File: src/rtl/instruction_prefetch_pkg.sv
`default_nettype none
// ============================================================================
// Module      : instruction_prefetch_pkg
// Description : Shared types and constants for the instruction prefetch unit.
//               Defines the fetch FSM state encoding, the instruction and PC
//               width, the PC step, and small PC helper functions.
// Ports       : none (package)
// Revision    : 1.0 - initial release
// ============================================================================
package instruction_prefetch_pkg;

  localparam int DATA_W = 16;

  localparam logic [DATA_W-1:0] PC_INC = 16'h0002;

  // Explicitly encoded 2-bit fetch FSM states.
  typedef enum logic [1:0] {
    ST_IDLE    = 2'd0,
    ST_REQ     = 2'd1,
    ST_DISCARD = 2'd2
  } state_e;

  // Next sequential instruction address; wraps FFFE -> 0000 in 16 bits.
  function automatic logic [DATA_W-1:0] pc_plus_inc(input logic [DATA_W-1:0] pc);
    return pc + PC_INC;
  endfunction

  // Instructions are halfword aligned: bit 0 of any target is forced to 0.
  function automatic logic [DATA_W-1:0] align_pc(input logic [DATA_W-1:0] addr);
    return {addr[DATA_W-1:1], 1'b0};
  endfunction

endpackage
`default_nettype wire

File: src/rtl/prefetch_fifo.sv
`default_nettype none
// ============================================================================
// Module      : prefetch_fifo
// Description : Power-of-two deep register FIFO holding prefetched entries.
//               The head entry is read straight from the storage registers,
//               so the output never has a combinational path from din.
//               Flush has priority over push and pop in the same cycle.
// Ports       : clock  - rising-edge clock
//               reset  - asynchronous active-low reset
//               push   - write din at tail (ignored when full)
//               din    - entry to write
//               pop    - advance head (ignored when empty)
//               flush  - empty the FIFO at the next edge
//               head   - entry at head (registered)
//               full   - count == DEPTH
//               empty  - count == 0
//               count  - number of valid entries, 0..DEPTH
// Revision    : 1.0 - initial release
// ============================================================================
module prefetch_fifo #(
  parameter int DEPTH = 4,
  parameter int WIDTH = 32
) (
  input  logic                     clock,
  input  logic                     reset,
  input  logic                     push,
  input  logic [WIDTH-1:0]         din,
  input  logic                     pop,
  input  logic                     flush,
  output logic [WIDTH-1:0]         head,
  output logic                     full,
  output logic                     empty,
  output logic [$clog2(DEPTH):0]   count
);

  localparam int AW = $clog2(DEPTH);
  localparam int CW = AW + 1;
  localparam logic [CW-1:0] FULL_CNT = CW'(DEPTH);

  logic [WIDTH-1:0] mem_q [DEPTH];
  logic [AW-1:0]    wr_ptr_q;
  logic [AW-1:0]    rd_ptr_q;
  logic [CW-1:0]    count_q;

  logic w_push;
  logic w_pop;

  assign full  = (count_q == FULL_CNT);
  assign empty = (count_q == '0);
  assign count = count_q;
  assign head  = mem_q[rd_ptr_q];

  assign w_push = push & ~full;
  assign w_pop  = pop & ~empty;

  // Pointers wrap naturally because DEPTH is a power of two.
  always_ff @(posedge clock or negedge reset) begin
    if (!reset) begin
      for (int i = 0; i < DEPTH; i++) begin
        mem_q[i] <= '0;
      end
      wr_ptr_q <= '0;
      rd_ptr_q <= '0;
      count_q  <= '0;
    end else if (flush) begin
      wr_ptr_q <= '0;
      rd_ptr_q <= '0;
      count_q  <= '0;
    end else begin
      if (w_push) begin
        mem_q[wr_ptr_q] <= din;
        wr_ptr_q        <= wr_ptr_q + 1'b1;
      end
      if (w_pop) begin
        rd_ptr_q <= rd_ptr_q + 1'b1;
      end
      case ({w_push, w_pop})
        2'b10:   count_q <= count_q + 1'b1;
        2'b01:   count_q <= count_q - 1'b1;
        default: count_q <= count_q;
      endcase
    end
  end

endmodule
`default_nettype wire

File: src/rtl/instruction_prefetch.sv
`default_nettype none
// ============================================================================
// Module      : instruction_prefetch
// Description : Instruction prefetch unit. Issues one outstanding halfword
//               read at a time, queues {instruction, pc+2} entries in a FIFO
//               and presents the head entry to the IF/ID consumer. Redirects
//               flush the queue and restart fetching at the new target; an
//               in-flight read at redirect time is drained and dropped.
// Ports       : clock         - rising-edge clock
//               reset         - asynchronous active-low reset
//               mem_req       - instruction memory read request
//               mem_addr      - byte address of the request
//               mem_ack       - read complete, mem_data valid
//               mem_data      - instruction word
//               redirect      - taken branch/jump, restart fetch
//               redirect_addr - new fetch address (bit 0 ignored)
//               halt          - stop issuing new requests
//               hold          - consumer stall, do not pop
//               inst_valid    - head entry valid
//               inst          - head instruction
//               inst_pc_next  - head instruction address + 2
// Revision    : 1.0 - initial release
// ============================================================================
module instruction_prefetch
  import instruction_prefetch_pkg::*;
#(
  parameter int          DEPTH    = 4,
  parameter logic [15:0] RESET_PC = 16'h0000
) (
  input  logic        clock,
  input  logic        reset,
  output logic        mem_req,
  output logic [15:0] mem_addr,
  input  logic        mem_ack,
  input  logic [15:0] mem_data,
  input  logic        redirect,
  input  logic [15:0] redirect_addr,
  input  logic        halt,
  input  logic        hold,
  output logic        inst_valid,
  output logic [15:0] inst,
  output logic [15:0] inst_pc_next
);

  localparam int CW = $clog2(DEPTH) + 1;
  localparam logic [CW-1:0] FULL_CNT = CW'(DEPTH);

  state_e            state_q, state_d;
  logic [DATA_W-1:0] fetch_pc_q, fetch_pc_d;
  logic [DATA_W-1:0] mem_addr_q, mem_addr_d;

  logic [2*DATA_W-1:0] fifo_head;
  logic                fifo_full;
  logic                fifo_empty;
  logic [CW-1:0]       fifo_count;

  logic              w_push;
  logic              w_pop;
  logic [CW-1:0]     w_count_post;
  logic [DATA_W-1:0] w_target;

  assign w_target = align_pc(redirect_addr);

  // Only data returned for a live (non-discarded) request is queued, and a
  // redirect in the same cycle drops it.
  assign w_push = (state_q == ST_REQ) & mem_ack & ~redirect;
  assign w_pop  = inst_valid & ~hold;

  // Occupancy as it will be after this edge, used to decide whether the
  // next back-to-back request may be issued without overflowing.
  always_comb begin
    w_count_post = fifo_count;
    if (redirect) begin
      w_count_post = '0;
    end else if (w_push && !w_pop) begin
      w_count_post = fifo_count + 1'b1;
    end else if (!w_push && w_pop) begin
      w_count_post = fifo_count - 1'b1;
    end
  end

  always_comb begin
    state_d    = state_q;
    fetch_pc_d = fetch_pc_q;
    mem_addr_d = mem_addr_q;
    if (redirect) begin
      fetch_pc_d = w_target;
    end
    case (state_q)
      ST_IDLE: begin
        // A redirect flushes the queue, so there is always room for it.
        if (!halt && (redirect || !fifo_full)) begin
          state_d    = ST_REQ;
          mem_addr_d = fetch_pc_d;
        end
      end
      ST_REQ: begin
        if (mem_ack) begin
          if (!redirect) begin
            fetch_pc_d = pc_plus_inc(fetch_pc_q);
          end
          if (!halt && (w_count_post != FULL_CNT)) begin
            state_d    = ST_REQ;
            mem_addr_d = fetch_pc_d;
          end else begin
            state_d = ST_IDLE;
          end
        end else if (redirect) begin
          // Keep the old address on the bus until the memory answers.
          state_d = ST_DISCARD;
        end
      end
      ST_DISCARD: begin
        // The stale ack ends the discarded transaction. A redirect arriving
        // together with it only retargets the next fetch; staying here would
        // wait for an ack that never comes.
        if (mem_ack) begin
          if (halt) begin
            state_d = ST_IDLE;
          end else begin
            state_d    = ST_REQ;
            mem_addr_d = fetch_pc_d;
          end
        end
      end
      default: begin
        state_d = ST_IDLE;
      end
    endcase
  end

  always_ff @(posedge clock or negedge reset) begin
    if (!reset) begin
      state_q    <= ST_IDLE;
      fetch_pc_q <= RESET_PC;
      mem_addr_q <= RESET_PC;
    end else begin
      state_q    <= state_d;
      fetch_pc_q <= fetch_pc_d;
      mem_addr_q <= mem_addr_d;
    end
  end

  prefetch_fifo #(
    .DEPTH (DEPTH),
    .WIDTH (2 * DATA_W)
  ) u_fifo (
    .clock (clock),
    .reset (reset),
    .push  (w_push),
    .din   ({mem_data, pc_plus_inc(mem_addr_q)}),
    .pop   (w_pop),
    .flush (redirect),
    .head  (fifo_head),
    .full  (fifo_full),
    .empty (fifo_empty),
    .count (fifo_count)
  );

  assign mem_req      = (state_q != ST_IDLE);
  assign mem_addr     = mem_addr_q;
  assign inst_valid   = ~fifo_empty;
  assign inst         = fifo_head[2*DATA_W-1:DATA_W];
  assign inst_pc_next = fifo_head[DATA_W-1:0];

endmodule
`default_nettype wire

File: config.mk
export PLATFORM = sky130hd
export DESIGN_NAME = instruction_prefetch
export DESIGN_NICKNAME = d
export VERILOG_FILES = /design/src/rtl/instruction_prefetch_pkg.sv /design/src/rtl/prefetch_fifo.sv /design/src/rtl/instruction_prefetch.sv
export SDC_FILE = /design/constraint.sdc
export NUM_CORES = 1
export LEC_CHECK = 0
export ABC_AREA = 1
export CAP_MARGIN = 20
export CORE_ASPECT_RATIO = 0.5
export CORE_MARGIN = 3
export CORE_UTILIZATION = 57
export DETAILED_ROUTE_END_ITERATION = 10
export GPL_TIMING_DRIVEN = 0
export HOLD_SLACK_MARGIN = 0.03
export PLACE_DENSITY = 0.8
export SYNTH_ARGS = -nofsm -noshare
export SYNTH_HDL_FRONTEND = slang
export SYNTH_HIERARCHICAL = 1
export SYNTH_SLANG_ARGS = --single-unit
File: constraint.sdc
create_clock -name clock -period 2.7 [get_ports clock]
set_input_delay 0.27 -clock clock [delete_from_list [all_inputs] [get_ports clock]]
set_output_delay 0.27 -clock clock [all_outputs]
set_load 0.02 [all_outputs]
==> results of run 1 <==
==> synthesized netlist by cell type (2+ instances only) <==
cell type,n,share of area (%)
o21ai_0,105,6.0
xor2_1,8,0.81
a21oi_1,10,0.58
inv_1,83,3.6
nor2_2,2,0.14
clkbuf_1,21,0.91
nor3_1,9,0.52
ha_1,8,1.2
nand2_2,11,0.79
nand3_1,39,2.2
buf_4,3,0.26
inv_2,4,0.17
nor2_1,93,4.0
nand2_1,259,11
dfrtp_1,169,49
o21ai_2,36,3.6
nand4_1,6,0.43
nand2_4,7,0.91
o22ai_1,32,2.3
o21ai_1,94,5.4
xnor2_1,5,0.50
mux2i_1,3,0.35
buf_2,5,0.29
buf_6,24,3.1
==> cells in the final DEF (no fill, tap or decap), types with 5 or more instances in the layout <==
cell and n:
o21ai_1 94, xor2_1 8, dfrtp_1 169, o21ai_0 105
clkbuf_16 17, clkbuf_2 9, nand2_1 259, nand3_1 39
clkdlybuf4s50_1 82, nand2_2 11, o21ai_2 36, o22ai_1 32
buf_2 6, nor3_1 9, nor2_1 93, nand4_1 6
inv_1 83, ha_1 8, nand2_4 7, xnor2_1 5
clkbuf_1 8, a21oi_1 10, inv_8 6, buf_6 24
==> power breakdown <==
| group | internal [mW] | switching, mW |
|---|---|---|
| logic | 1.92 | 2.88 |
| registers | 3.16 | 0.513 |
| clock network | 1.26 | 1.15 |
| total | 6.34 | 4.55 |
==> worst max-delay path, delay by kind of cell, from the launching register on <==
kind                   cells  cell delay (ns)
buffers and inverters      2             1.11
AO/OA/AOI/OAI              2             0.44
flip-flops                 1             0.40
==> repair_timing <==
| item | in CTS | in global routing |
|---|---|---|
| hold endpoints to repair | 79 | 0 |
| hold buffers | 1 | 0 |
| resized for setup | 12 | 12 |
| setup endpoints to repair | 26 | 15 |
| pin swaps | 0 | 0 |
==> area by class of cell <==
| cell class | count | area share [%] |
|---|---|---|
| Sequential cell | 169 | 40.4 |
| Clock inverter | 14 | 1.37 |
| Multi-Input combinational cell | 738 | 35.4 |
| Clock buffer | 18 | 4.20 |
| Buffer | 56 | 4.33 |
| Tap cell | 198 | 2.37 |
| Timing Repair Buffer | 88 | 8.70 |
| Inverter | 88 | 3.18 |
==> through the flow <==
step / std cells / TNS (ns) / worst slack, ns
2_1_floorplan: 1051 / 0 / 0.643
3_3_place_gp: 1335 / -936.38 / -5.55
3_5_place_dp: 1336 / -0.0699 / -0.0699
4_1_cts: 1369 / 0 / 0.0365
5_1_grt: 1369 / -0.00848 / -0.00833
6_report: 1369 / 0 / 0.0616
==> cells by family after synthesis <==
group / after synthesis / synth area share [%]
xor gates and xnor gates: 13 / 1.31
adders and majority gates: 9 / 1.38
and+or+nand+nor: 434 / 21.5
muxes: 3 / 0.345
AOI/OAI and AO/OA: 279 / 18.1
DFF: 169 / 48.6
buffers and inverters: 144 / 8.76
==> flip-flops by register name, indices dropped and copies added (netlist names) <==
| register | count |
|---|---|
| fetch_pc_q | 16 |
| u_fifo/rd_ptr_q | 2 |
| mem_addr | 16 |
| u_fifo/count | 3 |
| u_fifo/wr_ptr_q | 2 |
| state_q | 2 |
| u_fifo/mem_q | 128 |
==> worst max-delay path by stage <==
stage | end | start | cells past startpoint
CTS | inst[3] | u_fifo/rd_ptr_q[0] | 6
finish | inst_pc_next[5] | u_fifo/rd_ptr_q[0] | 4
detailed placement | u_fifo/count[2] | redirect | 14
global placement | fetch_pc_q[14] | reset | 1
floorplan | u_fifo/count[2] | u_fifo/count[0] | 14
global route | inst_pc_next[5] | u_fifo/rd_ptr_q[0] | 6
==> layer usage <==
layer	share of wire, %	vias up	global-route usage (%)
met5	0	-	0
met4	1.4	0	8.87
met3	8.8	36	5.21
met2	47	385	45.3
met1	43	3725	39.2
li1	-	3665	-
==> impl_metrics.csv, run 1 <==
group,metric,value,unit
sta,final_period_minus_worst_setup_slack,2.64,ns
floorplan,floorplan.io_pins,88,
sta,final-setup-viol-count,0,
floorplan,floorplan.rows,31,
power,p_leak,5.09,nW
global_routing,first_global_vias,7556,
synthesis,number_of_flops_mapped_to_enable_cells_by_yosys,0,
cells_and_area,n_fill_cell,1141,
cells_and_area,layout-area-overhead-vs-synth,20.3,%
synthesis,mappedNetlistArea,0.00870,mm^2
global_routing,grt_max_degree,91,
floorplan,initial_util,59.2,%
cells_and_area,num_antenna_cells,0,
critical_path,rr_worst_depth,11,
sta,layout_worst_path_cycle_share,97.7,%
critical_path,critical_path.startpoint_type,"register",
floorplan,die_wd,181,um
sta,tightestPinTransition,0.619,ns
clocking,cts-root-buf,"clkbuf_16",
clocking,cts_num_sinks,169,
synthesis,ys_ff_latch,169,
cells_and_area,flip_flop_and_latch_area,0.00423,mm^2
outcome,run_status,"finished clean",
critical_path,path_class,"reg -> out",
flow_run,max_cap_violations,0,
detailed_routing,viasPerCell,5.71,
sta,relSlewSlack,58.7,%
critical_path,max_stage_delay,0.65,ns
critical_path,reg2reg_slack,0.28,ns
synthesis,postSynth.topFlopCell,"dfrtp_1",
sta,timing.clock.skew,0.0110,ns
cells_and_area,drive_gt1_share,12.8,%
floorplan,die_area,0.0169,mm^2
detailed_routing,postRouteAntennaNets,0,
floorplan,core-area,0.0147,mm^2
floorplan,chipHeight,93.4,um
synthesis,ys_types,39,
sta,report.final.hold_viol_count,0,
global_routing,grt_pass1_wl,38200,um
place,numPortBuffers,86,
power,total_power,10.9,mW
critical_path,cell_chain_of_the_critical_path,"clkbuf_1 > o21ai_0 > o22ai_1 > clkdlybuf4s50_1",
detailed_routing,wl_per_cell,17.1,um
cells_and_area,combined_area_of_the_multi_input_logic_cells,0.00371,mm^2
critical_path,worstSetupEndpointType,"output pin",
critical_path,cp_max_fo,10,
detailed_routing,routed_wirelength,23300,um
global_routing,total_grt_usage,28.2,%
critical_path,reg2reg_to,"u_fifo/mem_q[111]",
clocking,clkLatencyLatePin,0.42,ns
critical_path,crit_required,2.43,ns
synthesis,netlist_instances,1051,
hold_path,class_of_the_most_critical_hold_timing_path,"in -> async",
detailed_routing,routed-via-count,7811,
synthesis,ys_warns,6,
sta,hold_ws,0.421,ns
clocking,cts.repair_timing.setup_buffer_count,0,
synthesis,synth_sequential_area_ratio,48.6,%
place,detailedPlacementHpwl,15500,um
detailed_routing,drt_first_pass_iters,5,
synthesis,synthesis.nets,1098,
synthesis,post_synth.cell_area_avg,8.28,um^2
clocking,htreeDepth,4,
detailed_routing,drcViolationCount,0,
synthesis,ys_async_sr_fraction,100,%
global_routing,globalRouteOverflowTotal,0,
sta,fmax,379,MHz
critical_path,arrival,2.37,ns
clocking,clock_tree.buffer_depth,2,
cells_and_area,num-nets-final,1205,
place,dpl_cell_area,0.00984,mm^2
critical_path,timing.critical_path.slowest_stage_cell,"clkdlybuf4s50_1",
clocking,clkTransAtPathRegs,0.07,ns
sta,slew_viol_final,0,
cells_and_area,design_area,0.0105,mm^2
place,place.gp.congestion,0.906,
clocking,tritoncts.num_buffers,17,
power,power_density,1040,mW/mm^2
global_routing,grt_antenna_before_repair,0,
clocking,cts_tree,"built",
critical_path,rr_startpoint,"mem_addr[1]",
power,worst_ir_drop_vdd,0.536,mV
cells_and_area,post-route-util,71.2,%
detailed_routing,detailedRoute.firstIterationViolations,751,
No activity file was read; power rests on OpenSTA's default activity.
==> run 2, diff against run 1 <==
--- a/config.mk
+++ b/config.mk
@@ -7,12 +7,12 @@
 export LEC_CHECK = 0
 export ABC_AREA = 1
 export CAP_MARGIN = 20
-export CORE_ASPECT_RATIO = 0.5
 export CORE_MARGIN = 3
 export CORE_UTILIZATION = 57
 export DETAILED_ROUTE_END_ITERATION = 10
 export GPL_TIMING_DRIVEN = 0
 export HOLD_SLACK_MARGIN = 0.03
+export MAX_ROUTING_LAYER = met4
 export PLACE_DENSITY = 0.8
 export SYNTH_ARGS = -nofsm -noshare
 export SYNTH_HDL_FRONTEND = slang
==> run 2 against run 1 <==
  * Combinational power is 2% lower
  * Register-to-register slack better by 0.13 ns
  * Die area shrank 0.53%
  * Clock power increased by 2%
  * Sequential power about the same
  * Wire length decreased by 6.0%
  * Final cell count fell by 1.0%
  * Clock skew shrank 0.0020 ns
  * Fmax is 1.3% lower
  * Via count down 2.8%
  * Count of clock-buffer cells in the layout grew 2
  * Critical endpoint is now inst_pc_next[1]
  * Largest cell class unchanged
  * Highest routed layer unchanged
==> impl_metrics.csv, run 2 (synthesis gave the netlist of run 1 again) <==
group,metric,value,unit
outcome,run_status,"finished clean",
clocking,cts_tree,"built",
detailed_routing,wl_per_cell,16.2,um
cells_and_area,final_cell_mix,"259 x nand2_1, 169 x dfrtp_1, 105 x o21ai_0",
clocking,cts-root-buf,"clkbuf_16",
power,power_density,1040,mW/mm^2
clocking,cts_num_sinks,169,
global_routing,globalRouteOverflowTotal,0,
detailed_routing,drt_first_pass_iters,5,
power,worst_ir_drop_vdd,0.667,mV
critical_path,rr_startpoint,"u_fifo/count[0]",
detailed_routing,postRouteAntennaNets,0,
cells_and_area,final_cell_count_no_fill,1355,
sta,slew_viol_final,0,
sta,relSlewSlack,64.2,%
sta,timing.clock.skew,0.00902,ns
critical_path,critical_path.startpoint_type,"register",
critical_path,worstSetupEndpointType,"output pin",
power,p_leak,5.11,nW
detailed_routing,routed_wirelength,21900,um
cells_and_area,num_antenna_cells,0,
floorplan,core-area,0.0148,mm^2
cells_and_area,n_fill_cell,1164,
power,total_power,10.9,mW
cells_and_area,layout-area-overhead-vs-synth,20.2,%
sta,tightestPinTransition,0.536,ns
cells_and_area,num-nets-final,1205,
cells_and_area,layout.cells.most_common,"nand2_1",
critical_path,path_class,"reg -> out",
floorplan,chipHeight,130,um
place,numPortBuffers,86,
place,place.gp.congestion,0.890,
cells_and_area,drive_gt1_share,12.6,%
critical_path,rr_worst_depth,14,
clocking,htreeDepth,4,
floorplan,die_wd,130,um
detailed_routing,routed-via-count,7596,
critical_path,crit_required,2.43,ns
global_routing,first_global_vias,7321,
sta,final-setup-viol-count,0,
critical_path,reg2reg_slack,0.41,ns
floorplan,die_area,0.0168,mm^2
sta,fmax,374,MHz
global_routing,grt_antenna_before_repair,0,
detailed_routing,drcViolationCount,0,
flow_run,max_cap_violations,0,
clocking,tritoncts.num_buffers,17,
clocking,clock_tree.buffer_depth,2,
sta,rsz0062_at_grt,"no",
global_routing,grt_pass1_wl,36000,um
detailed_routing,detailedRoute.firstIterationViolations,676,
place,detailedPlacementHpwl,14800,um
floorplan,floorplan.io_pins,88,
sta,report.final.hold_viol_count,0,
floorplan,initial_util,59.0,%
cells_and_area,largest_register_ffs,128,
cells_and_area,registers.top_by_ff_count,"u_fifo/mem_q",
critical_path,reg2reg_to,"u_fifo/count[2]",
sta,final_period_minus_worst_setup_slack,2.67,ns
detailed_routing,viasPerCell,5.61,
global_routing,grt_max_degree,106,
place,dpl.cell_count,1322,
clocking,clkLatencyLatePin,0.43,ns
clocking,clkTransAtPathRegs,0.06,ns
critical_path,arrival,2.40,ns
critical_path,cp_max_fo,10,
global_routing,total_grt_usage,28.1,%
sta,layout_worst_path_cycle_share,99.0,%
hold_path,class_of_the_most_critical_hold_timing_path,"in -> async",
floorplan,floorplan.rows,44,
run 2: critical path, cell delays in order (launching register included):
cell and delay, ns:
dfrtp_1 0.41, buf_2 0.26, buf_2 0.31, nor2_1 0.08
o22ai_1 0.26, clkdlybuf4s50_1 0.66
run 2: worst max-delay path by stage:
stage,startpoint,endpoint,cells past startpoint
after global routing,u_fifo/rd_ptr_q[0],inst[6],6
after CTS,u_fifo/rd_ptr_q[0],inst[14],6
after detailed placement,redirect,u_fifo/count[2],14
after global placement,reset,fetch_pc_q[7],1
after floorplan,u_fifo/count[0],u_fifo/count[2],14
final,u_fifo/rd_ptr_q[0],inst_pc_next[1],5
run 2: where the power goes:
part | leakage, nW | internal, mW | switching (mW) | total [mW]
clock network | 0.290 | 1.47 | 0.995 | 2.47
registers | 2.26 | 3.16 | 0.494 | 3.66
logic | 2.56 | 1.92 | 2.80 | 4.72
total | 5.11 | 6.56 | 4.29 | 10.9
run 2: cell type report:
class / count / area [um^2] / area share (%)
plain buffers: 56 / 453 / 4.33
clock buffers: 20 / 447 / 4.27
clock inverters: 12 / 148 / 1.41
inverters: 88 / 333 / 3.18
multi-input cells: 738 / 3710 / 35.5
flip-flops and latches: 169 / 4230 / 40.4
well taps: 184 / 230 / 2.20
repair buffers: 88 / 913 / 8.73
run 2: per-stage QoR:
| step | util, % | hold WS [ns] | setup WS, ns | area [um^2] | setup TNS, ns |
|---|---|---|---|---|---|
| after floorplan | - | -0.0256 | 0.643 | 8700 | 0 |
| after global placement | 66.4 | 0.459 | -5.61 | 9790 | -945.93 |
| after detailed placement | 66.6 | 0.243 | -0.0512 | 9820 | -0.0512 |
| after CTS | 70.8 | 0.392 | 0.0349 | 10400 | 0 |
| after global routing | 70.9 | 0.399 | 0.00398 | 10500 | 0 |
| final | 70.9 | 0.372 | 0.0257 | 10500 | 0 |
run 2: repair_timing:
item / 4_1_cts / 5_1_grt
resized for setup: 11 / 17
setup endpoints to repair: 30 / 17
hold buffers: 1 / 0
endpoints found under the hold margin: 64 / 0
buffers inserted: 0 / 0
run 2: layer usage:
layer / GRT usage, % / vias to the layer above / routed length (um)
met3: 4.78 / 35 / 1160
li1: - / 3666 / -
met4: 10.1 / 0 / 415
met5: - / - / 0
met1: 37.3 / 3632 / 9850
met2: 43.9 / 263 / 10500
